[config.mk]
export PLATFORM = sky130hd
export DESIGN_NAME = bcd_mult_ctrl_flat
export DESIGN_NICKNAME = d
export VERILOG_FILES = /design/src/rtl/bcd_mult_ctrl_if.sv /design/src/rtl/bcd_mult_ctrl.sv /design/src/flat_wrapper.sv
export SDC_FILE = /design/constraint.sdc
export NUM_CORES = 1
export LEC_CHECK = 0
export BUFFER_PORTS_ARGS = -buffer_cell sky130_fd_sc_hd__buf_2
export CORE_UTILIZATION = 25
export DETAILED_ROUTE_END_ITERATION = 7
export MAX_ROUTING_LAYER = met4
export PLACE_DENSITY = 0.37
export SKIP_LAST_GASP = 1
export SYNTH_ARGS = -nofsm -noshare
export SYNTH_HDL_FRONTEND = slang
export SYNTH_SLANG_ARGS = --single-unit
[constraint.sdc]
create_clock -name i_clk -period 3 [get_ports i_clk]
set_clock_uncertainty 0.1 [all_clocks]
set_input_delay 0.6 -clock i_clk [delete_from_list [all_inputs] [get_ports i_clk]]
set_output_delay 0.6 -clock i_clk [all_outputs]
set_load 0.005 [all_outputs]
[src/rtl/bcd_mult_ctrl_if.sv]
// bcd_mult_ctrl_if: request and status bundle between a requester and bcd_mult_ctrl.
// Latency: none; wires only.
// Backpressure: none; the requester watches busy/done. With BCD_MULT_CTRL_BINOUT_EN, bin_out is added.
interface bcd_mult_ctrl_if;
  logic       i_start;
  logic [3:0] i_x;
  logic [3:0] i_y;
  logic       o_busy;
  logic       o_done;
  logic       o_error;
  logic [7:0] o_bcd_out;
`ifdef BCD_MULT_CTRL_BINOUT_EN
  logic [7:0] o_bin_out;

  modport master (output i_start, i_x, i_y,
                  input  o_busy, o_done, o_error, o_bcd_out, o_bin_out);
  modport slave  (input  i_start, i_x, i_y,
                  output o_busy, o_done, o_error, o_bcd_out, o_bin_out);
`else
  modport master (output i_start, i_x, i_y,
                  input  o_busy, o_done, o_error, o_bcd_out);
  modport slave  (input  i_start, i_x, i_y,
                  output o_busy, o_done, o_error, o_bcd_out);
`endif
endinterface

[src/rtl/bcd_mult_ctrl.sv]
// bcd_mult_ctrl: multiplies two BCD digits (shift-add), converts to packed BCD (double-dabble); BCD_MULT_CTRL_BINOUT_EN adds bin_out.
// Latency: done is sampled high at the 13th edge after a legal request is accepted, at the 1st edge for an illegal one.
// Backpressure: none; start is only sampled in IDLE, requests arriving while busy are dropped, not queued.
module bcd_mult_ctrl #(
  parameter int unsigned DIGIT_MAX = 9
) (
  input  logic           i_clk,
  input  logic           i_reset,
  bcd_mult_ctrl_if.slave bus
);

  localparam logic [3:0] LP_DIGIT_MAX = DIGIT_MAX[3:0];

  typedef enum logic [1:0] {
    S_IDLE = 2'd0,
    S_MUL  = 2'd1,
    S_CONV = 2'd2,
    S_DONE = 2'd3
  } state_t;

  state_t      r_state;
  state_t      w_next_state;

  logic [2:0]  r_cnt;
  logic [7:0]  r_mcand;     // multiplicand, shifted left once per MUL step
  logic [3:0]  r_mplier;    // multiplier, consumed LSB first
  logic [7:0]  r_prod;      // binary product accumulator
  logic [15:0] r_shift;     // {tens, units, binary} double-dabble register
  logic [7:0]  r_bcd_out;
  logic        r_error;
`ifdef BCD_MULT_CTRL_BINOUT_EN
  logic [7:0]  r_bin_out;
`endif

  logic        w_legal;
  logic        w_accept;
  logic        w_last_mul;
  logic        w_last_conv;
  logic        w_busy;
  logic        w_done;
  logic [7:0]  w_prod_nxt;
  logic [15:0] w_dd_adj;
  logic [15:0] w_dd_nxt;

  assign w_legal     = (bus.i_x <= LP_DIGIT_MAX) && (bus.i_y <= LP_DIGIT_MAX);
  assign w_accept    = (r_state == S_IDLE) && bus.i_start;
  assign w_last_mul  = (r_cnt == 3'd3);
  assign w_last_conv = (r_cnt == 3'd7);

  // State register; reset wins over everything, dropping any operation in flight.
  always_ff @(posedge i_clk) begin
    if (i_reset) begin
      r_state <= S_IDLE;
    end else begin
      r_state <= w_next_state;
    end
  end

  // Next-state and status outputs; an illegal operand skips straight to DONE.
  always_comb begin
    w_next_state = r_state;
    w_busy       = 1'b1;
    w_done       = 1'b0;
    case (r_state)
      S_IDLE: begin
        w_busy = 1'b0;
        if (bus.i_start) begin
          w_next_state = w_legal ? S_MUL : S_DONE;
        end
      end
      S_MUL: begin
        if (w_last_mul) begin
          w_next_state = S_CONV;
        end
      end
      S_CONV: begin
        if (w_last_conv) begin
          w_next_state = S_DONE;
        end
      end
      S_DONE: begin
        w_done       = 1'b1;
        w_next_state = S_IDLE;
      end
      default: w_next_state = S_IDLE;
    endcase
  end

  // One shift-add step and one double-dabble step (add 3 to nibbles >= 5, then shift).
  always_comb begin
    w_prod_nxt = r_prod + (r_mplier[0] ? r_mcand : 8'h00);
    w_dd_adj   = r_shift;
    if (r_shift[15:12] >= 4'd5) begin
      w_dd_adj[15:12] = r_shift[15:12] + 4'd3;
    end
    if (r_shift[11:8] >= 4'd5) begin
      w_dd_adj[11:8] = r_shift[11:8] + 4'd3;
    end
    w_dd_nxt = w_dd_adj << 1;
  end

  // Datapath: operand capture, multiply, convert, and result/status registers.
  always_ff @(posedge i_clk) begin
    if (i_reset) begin
      r_cnt     <= 3'd0;
      r_mcand   <= 8'h00;
      r_mplier  <= 4'h0;
      r_prod    <= 8'h00;
      r_shift   <= 16'h0000;
      r_bcd_out <= 8'h00;
      r_error   <= 1'b0;
`ifdef BCD_MULT_CTRL_BINOUT_EN
      r_bin_out <= 8'h00;
`endif
    end else begin
      // Counter restarts on every state entry and is held at zero while idle.
      if ((w_next_state != r_state) || (r_state == S_IDLE)) begin
        r_cnt <= 3'd0;
      end else begin
        r_cnt <= r_cnt + 3'd1;
      end

      case (r_state)
        S_IDLE: begin
          if (w_accept) begin
            r_mcand  <= {4'h0, bus.i_x};
            r_mplier <= bus.i_y;
            r_prod   <= 8'h00;
            if (!w_legal) begin
              r_error <= 1'b1;
            end
          end
        end
        S_MUL: begin
          r_prod   <= w_prod_nxt;
          r_mcand  <= r_mcand << 1;
          r_mplier <= r_mplier >> 1;
          if (w_last_mul) begin
            r_shift <= {8'h00, w_prod_nxt};
          end
        end
        S_CONV: begin
          r_shift <= w_dd_nxt;
          if (w_last_conv) begin
            r_bcd_out <= w_dd_nxt[15:8];
            r_error   <= 1'b0;
`ifdef BCD_MULT_CTRL_BINOUT_EN
            r_bin_out <= r_prod;
`endif
          end
        end
        default: ;
      endcase
    end
  end

  assign bus.o_busy    = w_busy;
  assign bus.o_done    = w_done;
  assign bus.o_error   = r_error;
  assign bus.o_bcd_out = r_bcd_out;
`ifdef BCD_MULT_CTRL_BINOUT_EN
  assign bus.o_bin_out = r_bin_out;
`endif

endmodule
[src/flat_wrapper.sv]
// flat-port wrapper written by rule: the top's interface ports become plain ports
module bcd_mult_ctrl_flat 
#(
  parameter int unsigned DIGIT_MAX = 9
)
  (i_clk, i_reset, bus_i_start, bus_i_x, bus_i_y, bus_o_busy, bus_o_done, bus_o_error, bus_o_bcd_out);
  bcd_mult_ctrl_if bus_i ();
  input  logic i_clk;
  input  logic i_reset;
  input wire logic [$bits(bus_i.i_start)-1:0] bus_i_start;
  input wire logic [$bits(bus_i.i_x)-1:0] bus_i_x;
  input wire logic [$bits(bus_i.i_y)-1:0] bus_i_y;
  output wire logic [$bits(bus_i.o_busy)-1:0] bus_o_busy;
  output wire logic [$bits(bus_i.o_done)-1:0] bus_o_done;
  output wire logic [$bits(bus_i.o_error)-1:0] bus_o_error;
  output wire logic [$bits(bus_i.o_bcd_out)-1:0] bus_o_bcd_out;
  assign bus_i.i_start = bus_i_start;
  assign bus_i.i_x = bus_i_x;
  assign bus_i.i_y = bus_i_y;
  assign bus_o_busy = bus_i.o_busy;
  assign bus_o_done = bus_i.o_done;
  assign bus_o_error = bus_i.o_error;
  assign bus_o_bcd_out = bus_i.o_bcd_out;
  bcd_mult_ctrl #(.DIGIT_MAX(DIGIT_MAX)) u_core (.i_clk(i_clk), .i_reset(i_reset), .bus(bus_i));
endmodule
==> impl_metrics.tcl <==
set metrics [dict create \
    yosysWarnings 0 \
    start_kind "register" \
    yosys.area.top_type "dfxtp_1" \
    initial_core_util 0.2593 \
    fin_util 0.2878 \
    cellPowerDensity_nw_per_um2 474.8 \
    grt_usage 0.1242 \
    dr.pass1.iters 4 \
    min_period_ps 2533 \
    hpwl_mm 4.040 \
    leakagePower_nw 1.068 \
    end_kind "register" \
    numCtsBuffers 5 \
    fmaxAchievable_ghz 0.3948 \
    cts_tree "yes" \
    htree_levels 2 \
    root_buffer "clkbuf_8" \
    slew_viol_final 0 \
    insertion_delay_ps 300 \
    outcome "complete, no violations" \
    path_clk_slew_ps 100 \
    rsz0062_at_grt "false" \
    slew_headroom 0.4801 \
    num_rows 36 \
    worst_pin_slew_ps 777.0 \
    yosys-top-cells-area "dfxtp_1 (39%), ha_1 (6.8%), nor2_1 (6.5%), nand2_1 (5.7%), a21oi_1 (4.9%)" \
    grt_pass1_vias 2010 \
    hold_class "register to register" \
    gp_congestion 0.7576 \
    fin_nets 343 \
    viasPerCell 4.543 \
    grt_max_degree 40 \
    synth_area_sq_um 2557 \
    post_cts_resize_count 0 \
    use_met2 0.2000 \
    route.detailed.drc 0 \
    dieWidth_um 103.1 \
    die-area_sq_um 10640 \
    period_share 0.8443 \
    clock-sinks 50 \
    avgSynthCellArea_sq_um 8.330 \
    use_met3 0.02237 \
    grt_busiest_layer "met2" \
    yosys_most_used_dff "dfxtp_1" \
    synth_top_area_frac 0.3914 \
    wl_per_cell_um 13.09 \
    cts_buffer_depth 2 \
    syn_inst 307 \
    synth_edf_count 0 \
    ir_drop_uv 199.7 \
    grt_pass1_wl_mm 9.908 \
    core_area_sq_um 9864 \
    crit_type "register to register" \
    antenna_found_initial 0 \
    post_cts_buffers 0 \
    cp.required_ps 3140 \
    ys_types 52 \
    drv_cap 0 \
    nFillCells 1079 \
    wl_mm 5.904 \
    grt_overflow 0 \
    syn_to_final_growth_pct 11.01 \
    fin_setup_tns_ps 0 \
    diodes 0 \
    drtIter0Drc 65 \
    cts_hold_buf 0 \
    async_reset_ff_frac 0 \
    finalSetupViolations 0 \
    die_h_um 103.1 \
    vias 2049 \
    grtUsageMet1 0.1600 \
    syn_nets 333 \
    ant_nets 0 \
    critPathArrivalTime_ps 2670 \
    ys_seq_area_frac 0.3914 \
    ys_ff_latch 50 \
    port_buffers 21 \
    drive_gt1_frac 0.1226 \
    ios 22 \
    hold_viol 0 \
    crit_fanout 10 \
]
==> worst max-delay path, cell delays in order, from the launching register on <==
cell	delay, ps
dfxtp_1	490
and2_1	180
ha_1	200
inv_1	70
fa_1	440
nor2b_1	140
o21ai_1	90
a21oi_1	210
a21oi_1	70
or4_1	400
o211ai_1	90
==> Yosys cell counts, types with 2 or more instances <==
cell      instances
nand2_1          39
nand2b_1          4
dfxtp_1          50
and2_1            9
nor3_1            5
o211ai_1          3
clkbuf_8          2
xnor2_1           4
buf_4             3
xor2_1            4
inv_1            11
o21ai_0           3
clkbuf_1          8
a22oi_1          13
a311oi_1          8
a21oi_1          25
o21ai_1           3
nor2b_1           2
a221oi_2          2
a211oi_1          5
nand3_1           8
a31oi_1           4
nor2_1           44
ha_1             14
nor3b_1           4
buf_2             4
==> placed cells by master, fill, tap and decap left out, types with 2 or more instances in the layout <==
| cell type | n |
|---|---|
| dfxtp_1 | 50 |
| nor2_1 | 44 |
| nand2_1 | 39 |
| a21oi_1 | 25 |
| buf_2 | 21 |
| ha_1 | 14 |
| a22oi_1 | 13 |
| inv_1 | 11 |
| and2_1 | 9 |
| nand3_1 | 8 |
| a311oi_1 | 8 |
| clkbuf_8 | 6 |
| a211oi_1 | 5 |
| nor3_1 | 5 |
| nand2b_1 | 4 |
| nor3b_1 | 4 |
| a31oi_1 | 4 |
| xor2_1 | 4 |
| xnor2_1 | 4 |
| o21ai_1 | 3 |
| o211ai_1 | 3 |
| o21ai_0 | 3 |
| nor2b_1 | 2 |
| a221oi_2 | 2 |
| buf_4 | 2 |
==> cells by family (layout without fill, tap and decap cells) <==
family          after synthesis  after routing  share of synthesized area
compound gates               76             76                     0.2060
xor+xnor                      8              8                    0.02739
fa+ha+maj                    15             15                    0.07632
buf+inv                      31             42                    0.06556
flops                        50             50                     0.3914
mux                           3              3                    0.01272
simple gates                124            124                     0.2207
==> layout make-up <==
type	instances	area, sq um	area share
multi-input cells	226	1389	0.4892
well taps	133	166.4	0.05862
repair buffers	23	120.1	0.04231
clock buffers	6	82.58	0.02909
flip-flops and latches	50	1001	0.3526
clock inverters	2	38.79	0.01366
inverters	11	41.29	0.01454
==> power breakdown <==
part / total (mW) / internal, mW / switching (mW)
clock network: 0.517 / 0.275 / 0.242
registers: 0.701 / 0.683 / 0.0180
logic: 0.129 / 0.0434 / 0.0858
total: 1.35 / 1.00 / 0.346
==> worst paths after layout <==
kind	start	end	slack [ps]	cells after the start
worst max-delay path	u_core.r_mplier[0]	u_core.r_shift[6]	470	10
worst min-delay path	u_core.r_cnt[0]	u_core.r_cnt[0]	330	1
worst max register to register	u_core.r_mplier[0]	u_core.r_shift[6]	470	10
worst min register to register	u_core.r_cnt[0]	u_core.r_cnt[0]	330	1
==> sequential cells by signal (all words and copies together) (netlist names) <==
| name | cells |
|---|---|
| u_core.bus.o_error | 1 |
| u_core.r_mcand | 8 |
| u_core.bus.o_bcd_out | 8 |
| u_core.r_state | 2 |
| u_core.r_prod | 8 |
| u_core.r_cnt | 3 |
| u_core.r_mplier | 4 |
| u_core.r_shift | 16 |
==> layer usage <==
| layer | part of all wire | wire length, um | vias to the layer above |
|---|---|---|---|
| met5 | 0 | 0 | - |
| met4 | 0.010 | 61 | 0 |
| met3 | 0.019 | 114 | 4 |
| met2 | 0.44 | 2626 | 21 |
| met1 | 0.53 | 3102 | 941 |
| li1 | - | - | 1083 |
==> through the flow <==
step	cells	cell area, sq um	hold slack, ps	power (mW)	setup WS [ps]
finish	451	2839	327.3	1.348	467.1
global route	451	2839	373.2	1.421	260.8
CTS	451	2839	340.1	1.380	467.9
detailed placement	443	2718	320.0	0.8485	492.5
global placement	443	2718	312.2	0.8493	559.8
floorplan	307	2557	299.2	0.8180	741.0
Note: power is estimated with default switching activity, not from simulation.
